[config.mk]
export PLATFORM = sky130hd
export DESIGN_NAME = oled_fb_reader
export DESIGN_NICKNAME = d
export VERILOG_FILES = /design/src/rtl/oled_fb_reader.sv
export SDC_FILE = /design/constraint.sdc
export NUM_CORES = 1
export LEC_CHECK = 0
export BUFFER_PORTS_ARGS = -buffer_cell sky130_fd_sc_hd__clkbuf_2
export CAP_MARGIN = 40
export CORE_UTILIZATION = 46
export CTS_BUF_LIST = sky130_fd_sc_hd__clkbuf_16
export CTS_CLUSTER_DIAMETER = 60
export CTS_CLUSTER_SIZE = 12
export DETAILED_ROUTE_END_ITERATION = 16
export PLACE_DENSITY = 0.71
export REMOVE_ABC_BUFFERS = 1
export SYNTH_ARGS = -nofsm -noshare
export SYNTH_HDL_FRONTEND = slang
export SYNTH_SLANG_ARGS = --single-unit
[constraint.sdc]
create_clock -name clk -period 1.71 [get_ports clk]
set_clock_uncertainty 0.15 [all_clocks]
set_input_delay 0 -clock clk [delete_from_list [all_inputs] [get_ports clk]]
set_output_delay 0 -clock clk [all_outputs]
set_load 0.05 [all_outputs]
[src/rtl/oled_fb_reader.sv]
// rtl/oled_fb_reader.sv - serves cropped/decimated RGB565 frame-buffer pixels to a 96x64 OLED and freezes capture while it scans.
// Optional OLED_FB_SWAP_RB_EN: swap red and blue fields for BGR-wired panels.
`timescale 1ns/1ps
module oled_fb_reader #(
  parameter int c_img_cols    = 320,
  parameter int c_img_rows    = 240,
  parameter int c_img_pxls    = c_img_cols * c_img_rows,
  parameter int c_nb_img_pxls = 17,
  parameter int c_nb_buf      = 16,
  parameter int c_oled_cols   = 96,
  parameter int c_oled_rows   = 64,
  parameter int c_dec         = 3,
  parameter int c_col_off     = 16,
  parameter int c_row_off     = 24
) (
  input  logic                     clk,
  input  logic                     rst,
  input  logic                     cam_vsync,
  input  logic                     cap_we_in,
  output logic                     cap_we_out,
  input  logic [6:0]               oled_x,
  input  logic [5:0]               oled_y,
  input  logic                     next_pixel,
  output logic [c_nb_img_pxls-1:0] fb_addr,
  input  logic [c_nb_buf-1:0]      fb_pxl,
  output logic [15:0]              color,
  output logic                     locked
);

  localparam int c_nb_calc = c_nb_img_pxls + 1;

  typedef enum logic [1:0] {
    st_resume,
    st_capture,
    st_hold,
    st_scan
  } state_t;

  state_t state;

  logic vs_s1, vs_s2, vs_s3;
  logic vs_rise;
  logic frame_end;

  logic [c_nb_calc-1:0] x_ext, y_ext, addr_calc;

  logic [4:0] r5, g5;
  logic [5:0] b6;
  logic       unused_pxl_lsb;

  // VSYNC is asynchronous: two stages to resolve metastability, a third for edge detection.
  always_ff @(posedge clk or posedge rst) begin
    if (rst) begin
      vs_s1 <= 1'b0;
      vs_s2 <= 1'b0;
      vs_s3 <= 1'b0;
    end else begin
      vs_s1 <= cam_vsync;
      vs_s2 <= vs_s1;
      vs_s3 <= vs_s2;
    end
  end

  assign vs_rise   = vs_s2 & ~vs_s3;
  assign frame_end = next_pixel
                   && (oled_x == 7'(c_oled_cols - 1))
                   && (oled_y == 6'(c_oled_rows - 1));

  always_ff @(posedge clk or posedge rst) begin
    if (rst) begin
      state  <= st_resume;
      locked <= 1'b0;
    end else begin
      case (state)
        st_resume: begin
          if (vs_rise) state <= st_capture;
        end
        st_capture: begin
          if (vs_rise) begin
            state  <= st_hold;
            locked <= 1'b1;
          end
        end
        st_hold: begin
          if (frame_end) state <= st_scan;
        end
        st_scan: begin
          // A vs_rise coinciding with frame_end here is dropped; RESUME waits for the next one.
          if (frame_end) begin
            state  <= st_resume;
            locked <= 1'b0;
          end
        end
        default: begin
          state  <= st_resume;
          locked <= 1'b0;
        end
      endcase
    end
  end

  assign cap_we_out = cap_we_in & (state == st_capture);

  // One spare bit so an out-of-range offset is seen rather than wrapped before the clamp.
  assign x_ext     = c_nb_calc'(oled_x);
  assign y_ext     = c_nb_calc'(oled_y);
  assign addr_calc = (y_ext * c_nb_calc'(c_dec) + c_nb_calc'(c_row_off)) * c_nb_calc'(c_img_cols)
                   + x_ext * c_nb_calc'(c_dec) + c_nb_calc'(c_col_off);

  always_ff @(posedge clk or posedge rst) begin
    if (rst) begin
      fb_addr <= '0;
    end else if (addr_calc >= c_nb_calc'(c_img_pxls)) begin
      fb_addr <= c_nb_img_pxls'(c_img_pxls - 1);
    end else begin
      fb_addr <= addr_calc[c_nb_img_pxls-1:0];
    end
  end

  // Buffer word is {r5,g5,b6}; the panel wants 6 bits of green, so green gains its MSB and blue drops its LSB.
  assign r5             = fb_pxl[15:11];
  assign g5             = fb_pxl[10:6];
  assign b6             = fb_pxl[5:0];
  assign unused_pxl_lsb = fb_pxl[0];

  always_ff @(posedge clk or posedge rst) begin
    if (rst) begin
      color <= 16'h0000;
    end else begin
`ifdef OLED_FB_SWAP_RB_EN
      color <= {b6[5:1], g5, g5[4], r5};
`else
      color <= {r5, g5, g5[4], b6[5:1]};
`endif
    end
  end

endmodule

==> out/results.txt, run 1 <==
Total Wirelength = 6.47 mm
# IOs = 69
Antenna violations before repair = 0
CP max stage delay = 0.31 ns
FF-to-FF Start = state[1]$_DFFE_PP0P_
Period minus WS final = 3.53 ns
Final worst-path cycle share = 206%
Syn Inst Count = 239
Share of cells above drive strength 1 = 52.0%
Most common cell after layout, fill and taps aside = clkbuf_2
Peak supply drop = 0.000906 V
Min-delay src = oled_x[2]
Seq/Total Area, Yosys = 37.2%
Post-synth top area cell = dfrtp_1
RSZ-0062 raised after global routing = true
# setup viols final = 17
Crit path cell chain = clkbuf_2, inv_2, ha_4, inv_4, ha_4, a31o_1, a21oi_2, xnor2_2, ha_1, ha_4, a211o_4, a21o_1, and2_4, a311o_1, and3_4, nor4_4, buf_4, clkbuf_16, o21bai_2
DR vias/cell = 5.00
GRT overflow = 0
Leak = 2.09 nW
Largest net degree at the start of global routing = 39
Setup Slack @ Placement = -2.29 ns
Initial Util = 48.8%
H-tree depth = 2
Slew margin rel. = 69.1%
Routed WL per cell = 13.9 um
Asr flop ratio synth = 100%
Yosys top cell area share = 37.2%
Antenna diode count = 0
Area contributors post-synth = dfrtp_1, ha_1, inv_1, fa_1, xnor2_1
Ys Warns = 0
Placer Congestion = 0.815
Status = complete, but fails checks
CP max-delay cell = a211o_4
Critical Path Source Type = input port
Vias in the first global route = 2414
Vias = 2329
EDFF count, synth = 0
R2r setup slk = 0.20 ns
Final core utilization = 80.9%
Final Hold Viols = 0
Syn Std Cell Area = 0.00256 mm^2
Clock Sinks = 38
Max-cap violations = 0
Global-route wire length before repair = 10.6 mm
Clk pin slew, worst setup/hold paths = 0.06 ns
Num rows = 26
Clk root buf = clkbuf_16
Final instance area = 0.00424 mm^2
Final-layout fill cell count = 314
WP data arrival = 3.55 ns
Crit path top cell by count = ha_4
Die width = 76.6 um
CTS buffer count = 5
DRT Pass-1 Iters = 4
Crit end category = register
Drt drc = 0
Netlist cell types = 46
Dominant synthesized flop cell = dfrtp_1
Total track usage = 22.6%
Fmax = 283 MHz
Setup_tns = -29.76 ns
Iteration-0 DRC Markers = 65
Final Slew Violations = 0
Worst Hold End = fb_addr[2]$_DFF_PP0_
Seq cells post-synth = 38
Tot Pwr = 6.92 mW
Core area = 0.00524 mm^2
Die ar. = 0.00586 mm^2
Hold WC Path Type = input port to register
Number of buffer cells added on primary ports = 67
Die height = 76.6 um
Worst R2R Path Depth = 5
Area after DPL = 0.00339 mm^2
Area Overhead vs Synth = 65.7%
Critical path type = input port to register
Failing checks = setup timing
Hold depth = 4
Post-Syn Area per Cell = 10.7 um^2
Clock latency on the worst-skew pair = 0.28 ns
Pwr/cell area = 1630 mW/mm^2
RR Endpoint = locked$_DFFE_PP0P_
Worst Path Required = 1.73 ns
CTS tree = done
Post-route worst setup slack = -1.82 ns
Crit-path max FO = 7
Clock buffer depth = 2
Most frequent cells in the layout = clkbuf_2, buf_4, dfrtp_1
Slew @ Worst Pin = 0.464 ns
Hpwl dp = 4.05 mm
Total Nets Final = 476
Number of routed nets with antenna violations = 0
## where the power goes
part	total (mW)	internal [mW]	switching (mW)
combinational	4.52	2.05	2.47
clock	1.19	0.830	0.361
sequential	1.21	1.13	0.0840
## cells by family (layout without fill, tap and decap cells)
kind of cell / count (synthesis) / in the layout / synth area share, %
AOI/OAI and AO/OA: 67 / 67 / 19.3
adders and majority gates: 47 / 47 / 24.2
xor gates and xnor gates: 16 / 16 / 5.48
DFF: 38 / 38 / 37.2
buffers and inverters: 27 / 184 / 4.45
and+or+nand+nor: 44 / 44 / 9.39
## synth_stat cells (2+ instances only)
cell type  instances
a211o_1            2
a211oi_1           3
a211oi_2           2
a21boi_0           2
a21o_1             6
a21oi_1           13
and2_1             4
dfrtp_1           38
fa_1               4
ha_1              43
inv_1             24
nand2_1           10
nand2b_1           3
nand4_1            4
nor2_1            13
nor3_1             2
o21a_1             6
o21ai_0           10
o21ai_1            3
o21ai_2            2
o21bai_1           2
o21bai_2           4
or2_2              2
xnor2_1            9
xor2_1             7
## registers in the layout, summed over array words and instances (netlist names)
name / flops
state: 2
locked: 1
vs_s3: 1
color: 15
vs_s2: 1
fb_addr: 17
vs_s1: 1
## worst max-delay path, delay by kind of cell
kind / cells / cell delay, ns
and+or+nand+nor: 3 / 0.62
buffers and inverters: 5 / 0.49
AOI/OAI and AO/OA: 6 / 1.27
adders and majority gates: 4 / 0.98
xor gates and xnor gates: 1 / 0.16
## routing by layer
layer / global-route usage (%) / vias up / share of wire (%)
met2: 42.6 / 68 / 55
met5: 0 / - / 0
met1: 26.1 / 1106 / 41
met4: 8.27 / 0 / 1.3
li1: - / 1149 / -
met3: 2.51 / 6 / 3.0
## stage by stage
stage               hold WS [ns]  std cells
floorplan                 -0.119        236
global placement         -0.0430        427
detailed placement       -0.0400        427
CTS                       0.0579        460
global route              0.0771        466
finish                    0.0531        466
## worst max path at each step
stage,depth (start not counted),from,to,slack (ns)
floorplan,16,oled_y[3],fb_addr[0]$_DFF_PP0_,-2.28
global placement,18,oled_y[2],fb_addr[6]$_DFF_PP0_,-2.24
detailed placement,18,oled_y[2],fb_addr[0]$_DFF_PP0_,-2.29
CTS,17,oled_y[1],fb_addr[7]$_DFF_PP0_,-1.90
global route,19,oled_y[3],fb_addr[7]$_DFF_PP0_,-1.93
finish,19,oled_y[3],fb_addr[2]$_DFF_PP0_,-1.82
## timing repair
action,CTS,global route
buffers inserted,6,7
pin swaps,25,16
resized for setup,42,26
cloned,1,0
hold endpoints to repair,56,0
hold buffers,19,0
setup endpoints to repair,17,17
## layout make-up
cell class                      instances  area (um^2)  share of cell area (%)
Clock buffer                            5          125                    2.95
Sequential cell                        38          951                    22.4
Inverter                               24         92.6                    2.19
Tap cell                               70         87.6                    2.07
Multi-Input combinational cell        174         1840                    43.4
Clock inverter                          3         63.8                    1.51
Timing Repair Buffer                  152         1080                    25.5
Power figures use the tool's default switching activity.
==> run 2, diff against run 1 <==
ABC_AREA = 1   (was unset)
==> out/results.txt, run 2 <==
Number of buffer cells added on primary ports = 67
Clock Sinks = 38
Slew @ Worst Pin = 0.454 ns
Met1 usage = 23.9%
Max FFs per register = 17
Crit-path max FO = 6
Area Overhead vs Synth = 62.2%
Commonest cells post-synth = nand2_1, inv_1, ha_1
CTS buffer count = 5
Hold WC Path Type = input port to register
Die width = 78.0 um
DR vias/cell = 4.78
RSZ-0062 raised after global routing = true
Clk root buf = clkbuf_16
Post-synth top area cell = dfrtp_1
Hpwl dp = 4.38 mm
Seq/Total Area, Yosys = 35.8%
H-tree depth = 2
GRT overflow = 0
Iteration-0 DRC Markers = 74
# setup viols final = 17
Pwr/cell area = 1560 mW/mm^2
Post-route worst setup slack = -1.43 ns
Total Nets Final = 526
Ys Warns = 0
Critical Path Source Type = input port
Global-route wire length before repair = 11.0 mm
Peak supply drop = 0.00129 V
Syn Inst Count = 294
Final Hold Viols = 0
Met3 Use GR = 4.24%
Seq cells post-synth = 38
Final Slew Violations = 0
Dominant synthesized flop cell = dfrtp_1
Num rows = 27
Die height = 78.0 um
Share of cells above drive strength 1 = 50.0%
Setup Slack @ Placement = -1.90 ns
CTS tree = done
Setup_tns = -23.42 ns
Clk pin slew, worst setup/hold paths = 0.05 ns
Failing checks = setup timing
Critical path type = input port to register
Regs by FF count = fb_addr (17), color (15), state (2)
Post-Syn Area per Cell = 9.03 um^2
Die ar. = 0.00608 mm^2
Met2 Use GR = 46.0%
Syn Std Cell Area = 0.00266 mm^2
Core area = 0.00554 mm^2
Clock buffer depth = 2
Final worst-path cycle share = 184%
Count leader, synth = nand2_1
Fmax = 318 MHz
Max-cap violations = 0
Yosys top cell area share = 35.8%
Number of routed nets with antenna violations = 0
Netlist cell types = 31
WP data arrival = 3.16 ns
# IOs = 69
Initial Util = 47.9%
EDFF count, synth = 0
Total Wirelength = 7.06 mm
Total track usage = 23.6%
GR peak layer = met2
Status = complete, but fails checks
Crit end category = register
Leak = 2.28 nW
Area contributors post-synth = dfrtp_1, ha_1, nand2_1, inv_1, nand2_2
Placer Congestion = 0.758
Most frequent cells in the layout = clkbuf_2, buf_4, inv_1
DRT Pass-1 Iters = 4
Worst Path Required = 1.73 ns
Asr flop ratio synth = 100%
Most common cell after layout, fill and taps aside = clkbuf_2
Vias in the first global route = 2537
Antenna diode count = 0
Largest net degree at the start of global routing = 39
Clock latency on the worst-skew pair = 0.28 ns
Drt drc = 0
Largest Register = fb_addr
Period minus WS final = 3.14 ns
Vias = 2475
Antenna violations before repair = 0
Slew margin rel. = 69.7%
Routed WL per cell = 13.6 um
-- run 2: cell count changes after synthesis, moves of 4 or more --
cell,before,now
o21a_1,6,0
o21bai_2,4,0
o21ai_0,10,2
xnor2_1,9,5
a21o_1,6,2
nand3_1,1,17
nor2_1,13,5
inv_1,24,53
nand2_1,10,55
nand2_2,0,20
nor2_2,0,4
and2_1,4,0
-- run 2: cells by family (layout without fill, tap and decap cells) --
group                      count (synthesis)  after routing  share of synthesized area [%]
AOI/OAI and AO/OA                         26             26                           6.22
and+or+nand+nor                          115            116                           22.4
adders and majority gates                 47             47                           23.3
buffers and inverters                     58            209                           8.95
DFF                                       38             38                           35.8
xor gates and xnor gates                  10             10                           3.30
-- run 2: worst paths after layout --
check	startpoint	slack, ns	endpoint	cells after the start
setup / recovery	oled_y[1]	-1.43	fb_addr[7]$_DFF_PP0_	18
setup reg to reg	state[1]$_DFFE_PP0P_	0.20	state[0]$_DFFE_PP0P_	6
hold / removal	oled_x[2]	0.03	fb_addr[2]$_DFF_PP0_	5
hold reg to reg	vs_s1$_DFF_PP0_	0.21	vs_s2$_DFF_PP0_	0
min in group asynchronous	rst	0.27	color[2]$_DFF_PP0_	4
max in group asynchronous	rst	0.82	fb_addr[9]$_DFF_PP0_	4
-- run 2: layout make-up --
cell class	instances	area [um^2]
fillers	347	1230
multi-input cells	199	1850
clock buffers	5	125
clock inverters	3	63.8
well taps	72	90.1
flip-flops and latches	38	951
repair buffers	145	1010
inverters	56	210
-- run 2: per-stage QoR --
step	total power, mW	instances	util, %	hold WS (ns)	cell area, um^2
after floorplan	3.60	292	-	-0.119	2630
after global placement	4.56	481	61.9	-0.0477	3430
after detailed placement	4.65	481	61.9	-0.0479	3430
after CTS	6.26	514	74.0	0.0456	4100
after global routing	7.17	518	77.7	0.0725	4310
final	6.72	518	77.7	0.0342	4310
-- run 2: where the power goes --
part	internal, mW	switching (mW)
sequential	1.13	0.0976
combinational	1.75	2.58
clock	0.829	0.333
total	3.71	3.01
-- run 2: critical path, stage by stage --
cell	delay, ns
buf_8	0.10
buf_6	0.11
ha_4	0.15
ha_4	0.15
fa_2	0.46
ha_4	0.30
ha_4	0.13
inv_2	0.04
fa_2	0.40
nand3b_1	0.21
a21oi_1	0.21
o21ai_0	0.12
nand2_2	0.15
inv_1	0.09
nand2_2	0.10
nand4_4	0.18
nand2_4	0.18
nand2_2	0.06
-- run 2: what timing repair did --
item | CTS | global route
buffers inserted | 5 | 4
hold buffers | 19 | 0
pin swaps | 23 | 24
endpoints found under the setup margin | 17 | 18
gates resized for setup | 41 | 36
hold endpoints to repair | 56 | 0
gates cloned | 1 | 0
-- run 2: layer usage --
metal | vias up | part of all wire [%] | routed length [um]
met5 | - | 0 | 0
met2 | 76 | 56 | 3960
met1 | 1153 | 36 | 2560
met4 | 0 | 3.0 | 209
met3 | 15 | 4.8 | 337
li1 | 1231 | - | -
